==> src/rtl/tx_queue_sched_pkg.sv <==
// tx_sched_pkg: shared state encoding, descriptor layout and defaults for the tx scheduler
package tx_sched_pkg;
  typedef enum logic [2:0] {S_IDLE, S_GRANT, S_LATCH, S_XFER, S_DRAIN} state_t;
  localparam int LEN_W   = 11;
  localparam int LEN_LSB = 0;
  localparam int LEN_MSB = 10;
  localparam int DEF_NQ  = 4;
  localparam int DEF_WW  = 4;
  function automatic logic [LEN_W-1:0] desc_len(input logic [15:0] d);
    return d[LEN_MSB:LEN_LSB];
  endfunction
endpackage

==> src/rtl/tx_queue_sched_if.sv <==
// tx_queue_sched_if: queue-side and MAC-side signals of the transmit scheduler
interface tx_queue_sched_if import tx_sched_pkg::*; #(
  parameter int NQ = DEF_NQ,
  parameter int WW = DEF_WW
) ();
  logic              sched_mode;
  logic [NQ*WW-1:0]  q_weight;
  logic [NQ-1:0]     q_ptr_empty;
  logic [NQ-1:0]     q_ptr_rd;
  logic [NQ*16-1:0]  q_ptr_dout;
  logic [NQ-1:0]     q_data_rd;
  logic [NQ*8-1:0]   q_data_dout;
  logic              ptr_fifo_rd;
  logic [15:0]       ptr_fifo_din;
  logic              ptr_fifo_empty;
  logic              data_fifo_rd;
  logic [7:0]        data_fifo_din;
  logic [NQ-1:0]     grant;
  logic              busy;
  logic              proto_err;
  modport master (
    input  sched_mode, q_weight, q_ptr_empty, q_ptr_dout, q_data_dout, ptr_fifo_rd, data_fifo_rd,
    output q_ptr_rd, q_data_rd, ptr_fifo_din, ptr_fifo_empty, data_fifo_din, grant, busy, proto_err
  );
  modport slave (
    output sched_mode, q_weight, q_ptr_empty, q_ptr_dout, q_data_dout, ptr_fifo_rd, data_fifo_rd,
    input  q_ptr_rd, q_data_rd, ptr_fifo_din, ptr_fifo_empty, data_fifo_din, grant, busy, proto_err
  );
endinterface

==> src/rtl/tx_queue_sched_pick.sv <==
// tx_sched_pick: one-hot winner, lowest index (strict) or first from the RR pointer (WRR)
module tx_sched_pick import tx_sched_pkg::*; #(
  parameter int NQ = DEF_NQ,
  parameter int PW = $clog2(NQ)
) (
  input  logic [NQ-1:0] i_req,
  input  logic [PW-1:0] i_ptr,
  input  logic          i_mode,
  output logic [NQ-1:0] o_win
);
  // scan from the far end so the highest-priority candidate is assigned last
  always_comb begin
    int j;
    o_win = '0;
    j = 0;
    for (int k = NQ - 1; k >= 0; k--) begin
      j = i_mode ? int'(i_ptr) + k : k;
      if (j >= NQ) j = j - NQ;
      if (i_req[j[PW-1:0]]) o_win = NQ'(1) << j[PW-1:0];
    end
  end
endmodule

==> src/rtl/tx_queue_sched.sv <==
// tx_queue_sched: shares one GMII TX MAC between NQ queues, one whole frame per grant
module tx_queue_sched import tx_sched_pkg::*; #(
  parameter int NQ = DEF_NQ,
  parameter int WW = DEF_WW
) (
  input  logic         clk,
  input  logic         rstn,
  tx_queue_sched_if.master bus
);
  localparam int PW = $clog2(NQ);
  state_t           r_state, w_next;
  logic [NQ-1:0]    r_grant, w_win;
  logic [15:0]      r_desc, w_gdesc;
  logic [LEN_W-1:0] r_len, r_cnt;
  logic [PW-1:0]    r_rr, w_widx, w_gidx;
  logic [WW-1:0]    r_credit, w_wweight;
  logic             r_mode, r_perr, w_gempty, w_req_any;
  logic [7:0]       w_gdata;

  assign w_req_any          = |(~bus.q_ptr_empty);
  assign bus.grant          = r_grant;
  assign bus.ptr_fifo_din   = r_desc;
  assign bus.data_fifo_din  = w_gdata;
  assign bus.busy           = r_state != S_IDLE;
  assign bus.proto_err      = r_perr;

  tx_sched_pick #(.NQ(NQ), .PW(PW)) u_pick (
    .i_req  (~bus.q_ptr_empty),
    .i_ptr  (r_rr),
    .i_mode (bus.sched_mode),
    .o_win  (w_win)
  );

  // select the granted queue's signals and the candidate winner's index and weight
  always_comb begin
    w_gidx    = '0;
    w_gempty  = 1'b1;
    w_gdesc   = '0;
    w_gdata   = '0;
    w_widx    = '0;
    w_wweight = '0;
    for (int i = 0; i < NQ; i++) begin
      if (r_grant[i]) begin
        w_gidx   = PW'(i);
        w_gempty = bus.q_ptr_empty[i];
        w_gdesc  = bus.q_ptr_dout[i*16 +: 16];
        w_gdata  = bus.q_data_dout[i*8 +: 8];
      end
      if (w_win[i]) begin
        w_widx    = PW'(i);
        w_wweight = bus.q_weight[i*WW +: WW];
      end
    end
  end

  // next state and strobes; strobes only ever reach the granted queue
  always_comb begin
    w_next             = r_state;
    bus.q_ptr_rd       = '0;
    bus.q_data_rd      = '0;
    bus.ptr_fifo_empty = 1'b1;
    case (r_state)
      S_IDLE:  w_next = w_req_any ? S_GRANT : S_IDLE;
      S_GRANT: begin
        bus.ptr_fifo_empty = w_gempty;
        if (bus.ptr_fifo_rd && !w_gempty) begin
          bus.q_ptr_rd = r_grant;
          w_next       = S_LATCH;
        end
      end
      S_LATCH: w_next = desc_len(w_gdesc) == '0 ? S_DRAIN : S_XFER;
      S_XFER: begin
        bus.q_data_rd = bus.data_fifo_rd ? r_grant : '0;
        if (bus.data_fifo_rd && r_cnt == r_len - LEN_W'(1)) w_next = S_DRAIN;
      end
      S_DRAIN: w_next = S_IDLE;
      default: w_next = S_IDLE;
    endcase
  end

  // state, grant, descriptor, byte count, WRR pointer/credit and sticky protocol error
  always_ff @(posedge clk or negedge rstn) begin
    if (!rstn) begin
      r_state  <= S_IDLE;
      r_grant  <= '0;
      r_desc   <= '0;
      r_len    <= '0;
      r_cnt    <= '0;
      r_rr     <= '0;
      r_credit <= '0;
      r_mode   <= 1'b0;
      r_perr   <= 1'b0;
    end else begin
      r_state <= w_next;
      if ((bus.ptr_fifo_rd && r_state != S_GRANT) || (bus.data_fifo_rd && r_state != S_XFER)) r_perr <= 1'b1;
      case (r_state)
        S_IDLE: if (w_req_any) begin
          r_grant <= w_win;
          r_mode  <= bus.sched_mode;
          if (bus.sched_mode && (w_widx != r_rr || r_credit == '0)) begin
            r_rr     <= w_widx;
            r_credit <= w_wweight == '0 ? WW'(1) : w_wweight;
          end
        end
        S_LATCH: begin
          r_desc <= w_gdesc;
          r_len  <= desc_len(w_gdesc);
          r_cnt  <= '0;
          if (r_mode && r_credit != '0) r_credit <= r_credit - WW'(1);
        end
        S_XFER: if (bus.data_fifo_rd) r_cnt <= r_cnt + LEN_W'(1);
        S_DRAIN: if (r_mode && (r_credit == '0 || w_gempty)) begin
          r_rr     <= w_gidx == PW'(NQ - 1) ? '0 : w_gidx + PW'(1);
          r_credit <= '0;
        end
        default: ;
      endcase
    end
  end
endmodule

==> src/flat_wrapper.sv <==
// flat-port wrapper written by rule: the top's interface ports become plain ports
module tx_queue_sched_flat import tx_sched_pkg::*;
#(
  parameter int NQ = DEF_NQ,
  parameter int WW = DEF_WW
)
  (clk, rstn, bus_sched_mode, bus_q_weight, bus_q_ptr_empty, bus_q_ptr_dout, bus_q_data_dout, bus_ptr_fifo_rd, bus_data_fifo_rd, bus_q_ptr_rd, bus_q_data_rd, bus_ptr_fifo_din, bus_ptr_fifo_empty, bus_data_fifo_din, bus_grant, bus_busy, bus_proto_err);
  tx_queue_sched_if #(.NQ(NQ), .WW(WW)) bus_i ();
  input  logic clk;
  input  logic rstn;
  input wire logic [$bits(bus_i.sched_mode)-1:0] bus_sched_mode;
  input wire logic [$bits(bus_i.q_weight)-1:0] bus_q_weight;
  input wire logic [$bits(bus_i.q_ptr_empty)-1:0] bus_q_ptr_empty;
  input wire logic [$bits(bus_i.q_ptr_dout)-1:0] bus_q_ptr_dout;
  input wire logic [$bits(bus_i.q_data_dout)-1:0] bus_q_data_dout;
  input wire logic [$bits(bus_i.ptr_fifo_rd)-1:0] bus_ptr_fifo_rd;
  input wire logic [$bits(bus_i.data_fifo_rd)-1:0] bus_data_fifo_rd;
  output wire logic [$bits(bus_i.q_ptr_rd)-1:0] bus_q_ptr_rd;
  output wire logic [$bits(bus_i.q_data_rd)-1:0] bus_q_data_rd;
  output wire logic [$bits(bus_i.ptr_fifo_din)-1:0] bus_ptr_fifo_din;
  output wire logic [$bits(bus_i.ptr_fifo_empty)-1:0] bus_ptr_fifo_empty;
  output wire logic [$bits(bus_i.data_fifo_din)-1:0] bus_data_fifo_din;
  output wire logic [$bits(bus_i.grant)-1:0] bus_grant;
  output wire logic [$bits(bus_i.busy)-1:0] bus_busy;
  output wire logic [$bits(bus_i.proto_err)-1:0] bus_proto_err;
  assign bus_i.sched_mode = bus_sched_mode;
  assign bus_i.q_weight = bus_q_weight;
  assign bus_i.q_ptr_empty = bus_q_ptr_empty;
  assign bus_i.q_ptr_dout = bus_q_ptr_dout;
  assign bus_i.q_data_dout = bus_q_data_dout;
  assign bus_i.ptr_fifo_rd = bus_ptr_fifo_rd;
  assign bus_i.data_fifo_rd = bus_data_fifo_rd;
  assign bus_q_ptr_rd = bus_i.q_ptr_rd;
  assign bus_q_data_rd = bus_i.q_data_rd;
  assign bus_ptr_fifo_din = bus_i.ptr_fifo_din;
  assign bus_ptr_fifo_empty = bus_i.ptr_fifo_empty;
  assign bus_data_fifo_din = bus_i.data_fifo_din;
  assign bus_grant = bus_i.grant;
  assign bus_busy = bus_i.busy;
  assign bus_proto_err = bus_i.proto_err;
  tx_queue_sched #(.NQ(NQ), .WW(WW)) u_core (.clk(clk), .rstn(rstn), .bus(bus_i));
endmodule
==> config.mk <==
export PLATFORM = sky130hd
export DESIGN_NAME = tx_queue_sched_flat
export DESIGN_NICKNAME = d
export VERILOG_FILES = /design/src/rtl/tx_queue_sched_pkg.sv /design/src/rtl/tx_queue_sched_if.sv /design/src/rtl/tx_queue_sched_pick.sv /design/src/rtl/tx_queue_sched.sv /design/src/flat_wrapper.sv
export SDC_FILE = /design/constraint.sdc
export NUM_CORES = 1
export LEC_CHECK = 0
export ABC_AREA = 1
export BUFFER_PORTS_ARGS = -buffer_cell sky130_fd_sc_hd__buf_2
export CAP_MARGIN = 20
export CORE_ASPECT_RATIO = 0.75
export CORE_UTILIZATION = 33
export CTS_CLUSTER_SIZE = 25
export DETAILED_ROUTE_END_ITERATION = 8
export HOLD_SLACK_MARGIN = 0.12
export PLACE_DENSITY_LB_ADDON = 0.25
export SLEW_MARGIN = 20
export SYNTH_ARGS = -nofsm -noshare
export SYNTH_HDL_FRONTEND = slang
export SYNTH_SLANG_ARGS = --single-unit
==> constraint.sdc <==
create_clock -name clk -period 4.3 [get_ports clk]
set_input_delay 0.645 -clock clk [delete_from_list [all_inputs] [get_ports clk]]
set_output_delay 0.645 -clock clk [all_outputs]
set_load 0.03 [all_outputs]
==> metrics.txt, run 1 <==
Slew HR=35.4%; post-synth cell types=38; CTS max path bufs=2; Synth Cell Area=3540 µm²; post-route clock skew=3.46 ps; Synth area leader=dfrtp_1; Post-DP HPWL=9.56 mm; yosys warns=0; RSZ-0062 raised after global routing=no; required time worst endpoint=3650 ps; power share of the sequential group=21.7%; clk_lat worst skew=280 ps; sw frac=54.2%; clock root cell=clkbuf_16; FFs w/ async S/R, synth=100%; most frequent cell after synthesis=nand2_1; EDFF count, synth=0; Final period util=75.7%; Net Count, Synth=692; Comb power frac=65.4%; largest net degree at the start of global routing=43; nets=842; Final Util=44.5%; setup bufs post-CTS=0; final setup vio count=0; grt ovf=0; final-layout fill cell count=1,095; worst min path class=reg2reg; peak supply drop=0.342 mV; Rows=32; run status=complete, no violations; Net Switching=0.00178 W; total iterations of the first detailed-routing run=5; wire length per cell=14.0 µm; Max Slew Vio Count=0; most used flip-flop cell after synthesis=dfrtp_1; initial antenna violation count=0; Port Buffer Count=159; Via-to-Cell Ratio=5.06; most frequent cells after synthesis=nand2_1 (168), nand3_1 (58), inv_1 (57); fin crit period=3250 ps; Slowest Stage Delay on Critical Path=940 ps; Core Area=10,400 µm²; CTS Buf Count=5; synthesis-to-layout area growth=30.4%; setup tns final=0 ps; CP endpoint kind=output port; max-cap violations=0; main area contributors after synthesis=dfrtp_1 (30%), nand2_1 (18%), nand3_1 (8.2%); post-cts repair resize count=0; Hold Buf Count CTS=0; Initial Util=34.1%; sequential fraction of the synthesis area=29.7%; Worst-Margin Slew=969 ps; first-pass GRT wire length=19.2 mm; # IOs=160; worst path arrival time=2610 ps; vias in the first global route=4,089; Routed WL=12.0 mm; LEAKAGE=2.51 nW; Routed Antenna Nets=0; all-layer global routing usage=21.6%; gp weighted congestion=0.955; DIE WIDTH=122 µm; CP max-delay cell=dfrtp_1; Startpoint Class=flip-flop; CTS tree=built; DRT iter0 DRCs=329; final hold vios=0; CTS clock-pin slew for the worst setup and hold paths=60 ps; crit-path cells=inv_1 > o21ai_0 > a21oi_1 > o31ai_1 > o21ai_0 > inv_1 > nand2_1 > nor3_1 > buf_2; layout cells sized above 1=27.0%; CP Class=reg2out; Post-Syn Instances=567; Top Family by Delay on Critical Path=flip-flops; flops & latches, synth=42; pwr dens=710 nW/µm²; total die area=11,100 µm²; n_diodes=0; Clock Power Share=12.9%; Int Pwr=0.00150 W; Die Ht=91.6 µm; syn_area_per_cell=6.24 µm²; share of the synthesized area in the top cell type=29.7%; Fmax=0.307 GHz; routed vias=4,325; crit-path max FO=27; buffers and inverters on the worst path=3; DRC Markers=0; H-tree Lvls=2; clk sinks=42
==> worst min-delay path, stage by stage, from the launching register on <==
cell and delay (ps):
dfrtp_1 340, nand2_1 50, nand2_1 50
==> cell families (layout without fill, tap and decap cells) <==
kind of cell,count (synthesis),count (layout),share of synthesized area (%)
xor+xnor,15,15,3.72
compound gates,109,109,17.1
buf+inv,81,232,9.02
simple gates,316,316,39.0
fa+ha+maj,4,4,1.42
flops,42,42,29.7
==> stage by stage <==
| step | cells | power, W | hold slack, ps | cell area, µm² | setup slack (ps) |
|---|---|---|---|---|---|
| 5_1_grt | 854 | 0.00357 | 504 | 4610 | 832 |
| 6_report | 854 | 0.00327 | 476 | 4610 | 1050 |
| 3_5_place_dp | 846 | 0.00285 | 465 | 4450 | 1330 |
| 2_1_floorplan | 567 | 0.00225 | 349 | 3540 | 1480 |
| 4_1_cts | 854 | 0.00328 | 480 | 4610 | 1030 |
| 3_3_place_gp | 846 | 0.00280 | 461 | 4450 | 1510 |
==> final timing paths <==
check | from | slack (ps) | cells past startpoint | end
worst max register to register | u_core.bus.grant[2] | 1420 | 11 | u_core.r_state[1]
worst min register to register | u_core.bus.ptr_fifo_din[12] | 480 | 2 | u_core.bus.ptr_fifo_din[12]
worst max-delay path | u_core.bus.grant[2] | 1050 | 9 | bus_q_ptr_rd[2]
min in group asynchronous | rstn | 520 | 1 | u_core.r_len[3]
worst min-delay path | u_core.bus.ptr_fifo_din[12] | 480 | 2 | u_core.bus.ptr_fifo_din[12]
max in group asynchronous | rstn | 3180 | 1 | u_core.bus.ptr_fifo_din[10]
==> sequential cells by signal, indices dropped and copies added (netlist names) <==
register and flops:
u_core.r_state 3, u_core.bus.proto_err 1, u_core.r_len 10, u_core.bus.ptr_fifo_din 6
u_core.r_mode 1, u_core.r_cnt 11, u_core.r_rr 2, u_core.bus.grant 4
u_core.r_credit 4
==> layer usage <==
metal,share of wire (%),GRT usage (%),up-vias
li1,-,-,2161
met5,0,0,-
met3,6.4,2.92,15
met2,46,35.2,181
met4,0.92,4.84,0
met1,46,30.1,1968
==> power by group through the flow <==
stage,Clock [W],Sequential (W),Combinational (W)
floorplan,0,0.000784,0.00147
detailed placement,0,0.000712,0.00213
finish,0.000424,0.000709,0.00214
global route,0.000449,0.000731,0.00239
global placement,0,0.000707,0.00210
CTS,0.000433,0.000706,0.00214
==> cell usage in the layout, fill, tap and decap left out, types with 4 or more instances in the layout <==
cell type / n
buf_4: 5
xor2_1: 9
nand2_4: 4
nor2_1: 48
nand3_1: 58
nand2_1: 168
buf_2: 159
o22ai_1: 4
clkbuf_16: 5
inv_1: 57
ha_1: 4
nor3_1: 11
nand4_1: 8
xnor2_1: 6
a21oi_1: 38
nor2_2: 4
dfrtp_1: 42
nand2_2: 7
o21ai_0: 49
==> final cells by class <==
cell class              count  area, µm²  area share, %
clock inverters             1       30.0          0.651
inverters                  60        225           4.88
repair buffers            164        833           18.1
well taps                 136        170           3.69
clock buffers               7        133           2.88
multi-input cells         444       2170           47.0
flip-flops and latches     42       1050           22.8
Note: power is estimated with default switching activity, not from simulation.
==> inputs of run 2 (changes only) <==
clock period = 2.9 ns   (was 4.3 ns; I/O delays follow)
==> metrics.txt, run 2 (same netlist as run 1, synthesis figures left out) <==
total die area=11,100 µm²; CP max-delay cell=dfrtp_1; worst min path class=in2async; crit-path cells=inv_1 > o21ai_0 > a21oi_1 > o31ai_1 > o21ai_0 > inv_1 > nand2_1 > nor3_1 > buf_2; CTS clock-pin slew for the worst setup and hold paths=70 ps; commonest non-fill, non-tap cell in the layout=nand2_1; Hold Buf Count CTS=0; reg-to-reg slack, setup=340 ps; initial antenna violation count=0; fin crit period=2730 ps; RSZ-0062 raised after global routing=no; layout cells sized above 1=27.7%; CTS Buf Count=5; Routed WL=11.9 mm; first-pass GRT wire length=19.3 mm; final hold vios=0; gp weighted congestion=0.958; Final period util=94.3%; max reg flops=11; CP Class=reg2out; pwr dens=1070 nW/µm²; worst slack, placed=398 ps; total iterations of the first detailed-routing run=4; DIE WIDTH=122 µm; buffers and inverters on the worst path=3; Rows=32; clock root cell=clkbuf_16; Fmax=0.366 GHz; grt ovf=0; crit-path max FO=11; Setup WS post-layout=165 ps; H-tree Lvls=2; post-cts repair resize count=0; Routed Antenna Nets=0; post-route clock skew=7.58 ps; CP startpoint=u_core.bus.grant[2]; setup bufs post-CTS=0; Port Buffer Count=159; CTS tree=built; R2R depth=16; Die Ht=91.6 µm; run status=complete, no violations; required time worst endpoint=2470 ps; nets=846; DRC Markers=0; vias in the first global route=4,097; most frequent cells in the layout=nand2_1 (168), buf_2 (158), nand3_1 (58); Via-to-Cell Ratio=5.00; Core Area=10,400 µm²; clk sinks=42; synthesis-to-layout area growth=32.2%; CTS max path bufs=2; all-layer global routing usage=22.0%; worst path arrival time=2300 ps; setup tns final=0 ps; Largest Register=u_core.r_cnt; routed vias=4,291; clk_lat worst skew=290 ps; Worst path depth=9; largest net degree at the start of global routing=43; Top Family by Delay on Critical Path=compound AO/OA/AOI/OAI gates; final setup vio count=0; Post-Layout Cell Count=858; n_diodes=0; # IOs=160; Min Hold Slack=133 ps; Worst setup endpoint=bus_q_ptr_rd[0]; Startpoint Class=flip-flop; peak supply drop=0.446 mV; wire length per cell=13.8 µm; RR Endpoint=u_core.r_rr[1]; LEAKAGE=2.55 nW; Slowest Stage Delay on Critical Path=580 ps; Max Slew Vio Count=0; Initial Util=34.1%; Post-DP HPWL=9.57 mm; max-cap violations=0; Tot Pwr=0.00499 W; # placed instances=850; Slew HR=59.0%; R2R Path Start=u_core.r_rr[0]; DRT iter0 DRCs=279; Worst-Margin Slew=613 ps; CP endpoint kind=output port
## run 2: changes by cell type in the layout (fill, tap and decap cells not counted)
cell,change
buf_4,+5
buf_2,-1
clkbuf_1,-2
bufinv_16,+1
clkinv_4,+1
## run 2: routing by layer
metal	wire, µm	global-route usage (%)	up-vias	part of all wire [%]
li1	-	-	2178	-
met1	5440	29.9	1930	46
met2	5530	35.5	166	47
met3	711	3.54	17	6.0
met4	201	6.69	0	1.7
met5	0	0	-	0
## run 2: cell type report
type | count | area [µm²]
multi-input combinational | 444 | 2170
tap | 136 | 170
clock buffer | 5 | 125
sequential | 42 | 1050
clock inverter | 3 | 68.8
timing repair buffer | 168 | 866
inverter | 60 | 225
fill | 1087 | 5700
## run 2: stage by stage
step | cell area (µm²) | util (%)
3_5_place_dp | 4480 | 43.2
5_1_grt | 4670 | 45.1
4_1_cts | 4670 | 45.1
6_report | 4670 | 45.1
3_3_place_gp | 4480 | 43.2
2_1_floorplan | 3540 | -
## run 2: worst reg2reg max path, cell delays in order (launching register included)
cell	delay (ps)
dfrtp_1	540
nand2_2	260
a21oi_2	350
nand2_1	110
nand2_2	130
nor2_1	60
nand2_1	90
nand2_1	70
nand2_2	130
nor2_2	70
or2_1	220
nand3_2	90
nand2_4	70
nand2_4	90
nand2_1	70
nand2_1	80
nand2_1	50
## run 2: worst min-delay path by stage
stage                                 from                           to  slack (ps)
2_1_floorplan                         rstn          u_core.bus.grant[0]         140
3_3_place_gp   u_core.bus.ptr_fifo_din[12]  u_core.bus.ptr_fifo_din[12]         460
3_5_place_dp   u_core.bus.ptr_fifo_din[11]  u_core.bus.ptr_fifo_din[11]         470
4_1_cts                               rstn              u_core.r_cnt[3]         340
5_1_grt                               rstn              u_core.r_cnt[3]         190
6_report                              rstn              u_core.r_cnt[3]         130
## run 2: report_power, final
group,switching [W],internal [W]
clock,0.000231,0.000495
sequential,0.000207,0.000787
combinational,0.00221,0.00106
total,0.00265,0.00234
==> inputs of run 3 (changes only) <==
CORE_UTILIZATION = 43   (was 33)
clock period = 2.4 ns   (was 2.9 ns; I/O delays follow)
==> metrics.txt, run 3 (same netlist as run 1, synthesis figures left out) <==
most frequent cells in the layout=nand2_1 (168), buf_2 (155), nand3_1 (58); all-layer global routing usage=26.5%; clk sinks=42; max reg flops=11; crit-path max FO=5; final hold vios=0; DRT iter0 DRCs=340; Via-to-Cell Ratio=5.28; RSZ-0062 raised after global routing=yes; worst min path class=in2reg; post-route clock skew=10.1 ps; CP max-delay cell=dfrtp_1; Routed WL=11.5 mm; clk_lat worst skew=300 ps; Int Pwr=0.00262 W; DRC Markers=0; layout cells sized above 1=28.9%; Startpoint Class=flip-flop; CTS tree=built; first-pass GRT wire length=18.0 mm; Hold Path Origin=bus_q_ptr_dout[60]; Post-DP HPWL=9.03 mm; total iterations of the first detailed-routing run=5; Die Ht=80.5 µm; LEAKAGE=2.57 nW; run status=complete, no violations; n_diodes=0; Setup WS post-layout=94.5 ps; Tot Pwr=0.00584 W; Fmax=0.434 GHz; Routed Antenna Nets=0; fin crit period=2310 ps; peak supply drop=0.569 mV; Core Area=7920 µm²; CTS Buf Count=5; gp weighted congestion=0.960; CTS max path bufs=2; DIE WIDTH=107 µm; commonest non-fill, non-tap cell in the layout=nand2_1; worst slack, placed=74.0 ps; Largest Register=u_core.r_cnt; largest net degree at the start of global routing=36; max-cap violations=0; Slew HR=60.9%; power share of the sequential group=20.2%; Final period util=96.1%; CP startpoint=u_core.bus.grant[2]; wire length per cell=13.8 µm; Slowest Stage Delay on Critical Path=410 ps; pwr dens=1250 nW/µm²; sw frac=55.2%; routed vias=4,410; Initial Util=44.7%; initial antenna violation count=0; crit-path cells=inv_2 > nand2_1 > o31ai_1 > o21ai_1 > inv_1 > nand2_1 > nor3_1 > buf_4; Port Buffer Count=159; grt ovf=0; worst path arrival time=1950 ps; Clock Power Share=9.9%; H-tree Lvls=2; Max Slew Vio Count=0; required time worst endpoint=2040 ps; clock root cell=clkbuf_8; total die area=8590 µm²; Post-Layout Cell Count=835; # placed instances=823; synthesis-to-layout area growth=32.0%; CP Class=reg2out; CTS clock-pin slew for the worst setup and hold paths=80 ps; # IOs=160; Comb power frac=69.9%; CP endpoint kind=output port; nets=854; Worst-Margin Slew=585 ps; R2R Path Start=u_core.r_rr[0]; Rows=28; Net Switching=0.00322 W; final setup vio count=0; vias in the first global route=3,832; most frequent cell on the critical path=nand2_1
## run 3: changes by cell type in the layout (fill, tap and decap cells not counted), moves of 2 or more
cell | previous run | this run
buf_4 | 10 | 19
clkbuf_16 | 5 | 0
clkbuf_8 | 0 | 5
buf_2 | 158 | 155
inv_1 | 57 | 54
inv_2 | 2 | 4
## run 3: worst paths after layout
check	to	slack [ps]	cells after the start
min reg2reg	u_core.bus.ptr_fifo_din[12]	480	2
max in group asynchronous	u_core.r_len[5]	1360	3
max	bus_q_ptr_rd[1]	90	8
min	u_core.bus.ptr_fifo_din[12]	290	3
max reg2reg	u_core.r_credit[0]	110	18
min in group asynchronous	u_core.r_credit[3]	500	2
## run 3: routing by layer
metal	GRT usage, %	part of all wire [%]	vias up
li1	-	-	2190
met1	36.6	45	2014
met2	44.2	47	193
met3	3.00	6.2	13
met4	6.03	1.1	0
met5	0	0	-
## run 3: per-stage QoR
stage / util [%] / TNS (ps) / hold slack [ps] / area, µm²
2_1_floorplan: - / -541 / 64.4 / 3540
4_1_cts: 58.2 / 0 / 289 / 4600
3_5_place_dp: 56.6 / 0 / 295 / 4480
3_3_place_gp: 56.6 / 0 / 284 / 4480
6_report: 59.0 / 0 / 293 / 4670
5_1_grt: 59.0 / -210 / 291 / 4670
## run 3: what timing repair did
action,CTS,global route
endpoints found under the setup margin,0,19
endpoints found under the hold margin,14,0
gates resized for setup,0,13
hold buffers,1,0
buffers inserted,0,3
## run 3: worst max-delay path: cells and delay by family (launching register included)
family	cells	cell delay, ps
AOI/OAI and AO/OA	2	360
buffers and inverters	3	410
DFF	1	410
and+or+nand+nor	3	450
## run 3: power by group through the flow
| stage | clock network (W) | logic (W) | registers (W) |
|---|---|---|---|
| floorplan | 0 | 0.00263 | 0.00140 |
| global placement | 0 | 0.00389 | 0.00118 |
| detailed placement | 0 | 0.00398 | 0.00118 |
| CTS | 0.000591 | 0.00399 | 0.00117 |
| global route | 0.000616 | 0.00453 | 0.00121 |
| finish | 0.000579 | 0.00408 | 0.00118 |
## run 3: layout make-up
cell class | instances | area (µm²)
Clock buffer | 5 | 68.8
Clock inverter | 3 | 43.8
Fill cell | 770 | 3250
Inverter | 60 | 229
Multi-Input combinational cell | 444 | 2190
Sequential cell | 42 | 1050
Tap cell | 105 | 131
Timing Repair Buffer | 176 | 948
